===== src/rtl/adder_pkg.sv =====
// Shared constants and type helpers for the adder_unit datapath.
// Consumers size operands with WIDTH and sums with WIDTH+1.
package adder_pkg;

    localparam int unsigned ADDER_DEFAULT_WIDTH = 32;

    typedef logic [ADDER_DEFAULT_WIDTH-1:0] adder_operand_t;
    typedef logic [ADDER_DEFAULT_WIDTH:0]   adder_sum_t;

    function automatic int unsigned adder_sum_width(input int unsigned operand_width);
        return operand_width + 1;
    endfunction

endpackage


===== src/rtl/full_adder.sv =====
// One-bit full-adder cell, the building block of the adder_unit ripple chain.
module full_adder (
    input  logic a,
    input  logic b,
    input  logic cin,
    output logic s,
    output logic cout
);

    logic p;

    assign p    = a ^ b;
    assign s    = p ^ cin;
    assign cout = (a & b) | (cin & p);

endmodule


===== src/rtl/adder_unit.sv =====
// Unsigned WIDTH-bit ripple-carry adder with a single registered WIDTH+1-bit result.
// Define ADDER_TRACE_EN to print each new sum (decimal and binary) in simulation.
module adder_unit
    import adder_pkg::*;
#(
    parameter int unsigned WIDTH = ADDER_DEFAULT_WIDTH
) (
    input  logic             clk,
    input  logic             rst,
    input  logic [WIDTH-1:0] A,
    input  logic [WIDTH-1:0] B,
    output logic [WIDTH:0]   OUT
);

    typedef logic [WIDTH-1:0] operand_t;
    typedef logic [WIDTH:0]   sum_t;

    logic [WIDTH:0] carry;
    operand_t       sum_bits;
    sum_t           sum_d;
    sum_t           out_q;

    assign carry[0] = 1'b0;

    for (genvar i = 0; i < WIDTH; i++) begin : g_chain
        full_adder u_fa (
            .a    (A[i]),
            .b    (B[i]),
            .cin  (carry[i]),
            .s    (sum_bits[i]),
            .cout (carry[i+1])
        );
    end

    // Carry out of the top cell becomes the sum MSB.
    assign sum_d = {carry[WIDTH], sum_bits};

    always_ff @(posedge clk) begin
        if (rst) begin
            out_q <= '0;
        end else begin
            out_q <= sum_d;
        end
    end

    assign OUT = out_q;

`ifdef ADDER_TRACE_EN
    always_ff @(posedge clk) begin
        if (!rst) begin
            $display("adder_unit: A=%0d B=%0d SUM=%0d", A, B, sum_d);
            $display("adder_unit: A=%b B=%b SUM=%b", A, B, sum_d);
        end
    end
`endif

endmodule


===== config.mk =====
export PLATFORM = sky130hd
export DESIGN_NAME = adder_unit
export DESIGN_NICKNAME = d
export VERILOG_FILES = /design/src/rtl/adder_pkg.sv /design/src/rtl/full_adder.sv /design/src/rtl/adder_unit.sv
export SDC_FILE = /design/constraint.sdc
export NUM_CORES = 1
export LEC_CHECK = 0
export ABC_AREA = 1
export BUFFER_PORTS_ARGS = -buffer_cell sky130_fd_sc_hd__buf_2
export CAP_MARGIN = 20
export CORE_ASPECT_RATIO = 0.9
export CORE_MARGIN = 2
export CORE_UTILIZATION = 29
export DETAILED_ROUTE_END_ITERATION = 7
export PLACE_DENSITY_LB_ADDON = 0.25
export SKIP_CTS_REPAIR_TIMING = 1
export SLEW_MARGIN = 0
export SYNTH_ARGS = -nofsm -noshare
export SYNTH_HDL_FRONTEND = slang
export SYNTH_HIERARCHICAL = 1
export SYNTH_SLANG_ARGS = --single-unit

===== constraint.sdc =====
create_clock -name clk -period 31.4 [get_ports clk]
set_input_delay 4.71 -clock clk [delete_from_list [all_inputs] [get_ports clk]]
set_output_delay 4.71 -clock clk [all_outputs]
set_load 0.02 [all_outputs]

==> impl_metrics.py <==
metrics = {
    "status": {
        "status": "complete, no violations",
    },
    "layout": {
        "stdcell_count": 305,
        "final_area_mm2": 0.00223,
        "final_nets": 335,
        "drive_gt1_frac": 0.454,
        "antenna_cells": 0,
        "largest_reg_flops": 33,
        "ff_latch_area_um2": 661,
        "area_growth_pct": 39.3,
        "fillers": 516,
        "multi_input_area_um2": 773,
    },
    "global_routing": {
        "grt_usage": 0.102,
        "grt_first_pass_wirelength_um": 4540,
        "gr-total-overflow": 0,
        "grt_pass1_vias": 1106,
        "grt_max_degree": 34,
        "antenna_found_initial": 0,
    },
    "routing": {
        "drt-total-wl_um": 2970,
        "drtAntennaViolNets": 0,
        "via_per_inst": 3.67,
        "drt_iter0_drc": 12,
        "wl_per_cell_um": 9.75,
        "drc": 0,
        "vias": 1120,
        "dr.pass1.iters": 4,
    },
    "pwr": {
        "p_leak_uw": 0.00122,
        "peakVddDrop_v": 0.0000157,
        "p_per_area_mw_per_mm2": 51.4,
    },
    "timing": {
        "slew_headroom": 0.608,
        "finalCriticalPeriod_ns": 17.45,
        "setup_tns_ns": 0,
        "tightest_slew_ns": 0.588,
        "fmax_mhz": 57.3,
        "finalCritPeriodShare": 0.556,
        "setup-violations-final": 0,
        "hold_violations": 0,
        "rsz0062_at_grt": "false",
        "maxSlewViolCount": 0,
    },
    "worst_setup_path": {
        "arrival_ns": 17.59,
        "critPathTopFamily": "adder cells",
        "path_depth": 35,
        "cp-end-kind": "register",
        "crit_top_cell": "fa_1",
        "timing.critical_path.buf_inv": 2,
        "startpoint_type": "input port",
        "crit_start": "A[0]",
        "cp_data_required_time_ns": 31.54,
        "crit_path_max_fanout": 1,
        "crit_path_end": "OUT[31]$_SDFF_PP0_",
        "slowest_stage": "fa_1",
        "slowest_delay_ns": 0.44,
        "path_class": "in -> reg",
    },
    "synthesis": {
        "synthArstFlopShare": 0,
        "avgSynthCellArea_um2": 11.8,
        "ys_warn_count": 6,
        "synth.area.top_cells": "dfxtp_1, fa_1, inv_1, nor2_1, buf_6",
        "synth_flop_cell": "dfxtp_1",
        "synth_fp_nets": 234,
        "synth_top_cell_area_share": 0.412,
        "synth_top_area_cell": "dfxtp_1",
        "synth_cell_types": 7,
        "synth-seq-area-share": 0.412,
        "syn_area_mm2": 0.00160,
        "netlist_top_cells_count": "dfxtp_1, inv_1, fa_1",
        "synth-edff-count": 0,
        "syn-instance-count": 136,
        "synth-seq-cells": 33,
    },
    "die": {
        "top_level_ports": 99,
        "die_width_um": 82.4,
        "chipHeight_um": 74.5,
        "die_area_mm2": 0.00614,
        "fp.coreArea_mm2": 0.00529,
        "start_util": 0.303,
        "rows": 25,
    },
    "clock_network": {
        "cts_tree": "yes",
        "cts_buffers": 5,
        "cts-htree-levels": 2,
        "clk_path_buf_depth": 2,
        "clk_pin_slew_ns": 0.06,
        "cts_sinks": 33,
        "cts_root_buffer": "clkbuf_8",
    },
    "placed_design": {
        "dpl.cell_count": 297,
        "hpwlAfterDp_um": 2520,
        "gp_congestion": 0.646,
        "place_area_mm2": 0.00213,
        "port_buffers": 98,
    },
    "hold_path": {
        "hold_class": "in -> reg",
    },
    "run": {
        "maxCapViolCount": 0,
    },
}
how the worst min path moves through the flow:
stage | end | cells after the start | startpoint | slack (ns)
after global routing | OUT[15]$_SDFF_PP0_ | 4 | B[15] | 4.81
after CTS | OUT[7]$_SDFF_PP0_ | 4 | B[7] | 4.79
after detailed placement | OUT[22]$_SDFF_PP0_ | 4 | B[22] | 5.09
final | OUT[23]$_SDFF_PP0_ | 4 | B[23] | 4.80
after global placement | OUT[19]$_SDFF_PP0_ | 4 | B[19] | 5.08
after floorplan | OUT[0]$_SDFF_PP0_ | 2 | rst | 4.89
layer usage:
layer | track usage | share of wire
met1 | 0.113 | 0.39
met2 | 0.160 | 0.47
met3 | 0.0522 | 0.12
met4 | 0.0500 | 0.016
met5 | 0 | 0
layout make-up:
type,count,share of cell area
multi-input cells,66,0.346
flip-flops and latches,33,0.296
repair buffers,98,0.220
inverters,33,0.0555
clock buffers,7,0.0431
well taps,67,0.0375
clock inverters,1,0.00224
cells by family (layout without fill, tap and decap cells):
family,Yosys count,after routing,share of synthesized area
buffers and inverters,37,139,0.105
flip-flops,33,33,0.412
AND/OR/NAND/NOR,33,33,0.0804
adder cells (fa/ha/maj),32,32,0.400
other,1,1,0.00234
power by group:
part           switching (uW)  internal, uW  total (uW)
Combinational            19.0          13.1        32.2
Clock                    14.3          19.8        34.1
Sequential               1.15          47.4        48.5
Total                    34.5          80.3         115
tightest hold or removal path, cell delays in order:
cell	delay, ns
buf_2	0.09
fa_1	0.15
inv_1	0.03
nor2_1	0.06
metrics by stage:
step / setup slack (ns) / hold slack, ns / util / power [uW]
global route: 13.55 / 4.81 / 0.422 / 124
detailed placement: 13.61 / 5.09 / 0.403 / 82.4
global placement: 13.74 / 5.08 / 0.403 / 81.8
CTS: 13.91 / 4.79 / 0.422 / 118
finish: 13.95 / 4.80 / 0.422 / 115
floorplan: 14.25 / 4.89 / - / 69.2
placed cells by master (no fill, tap or decap), drive strengths merged:
cell	instances
fa	32
buf	98
inv	33
conb	1
dfxtp	33
clkbuf	7
clkinv	1
nor2	33
(Power assumes the default switching activity.)
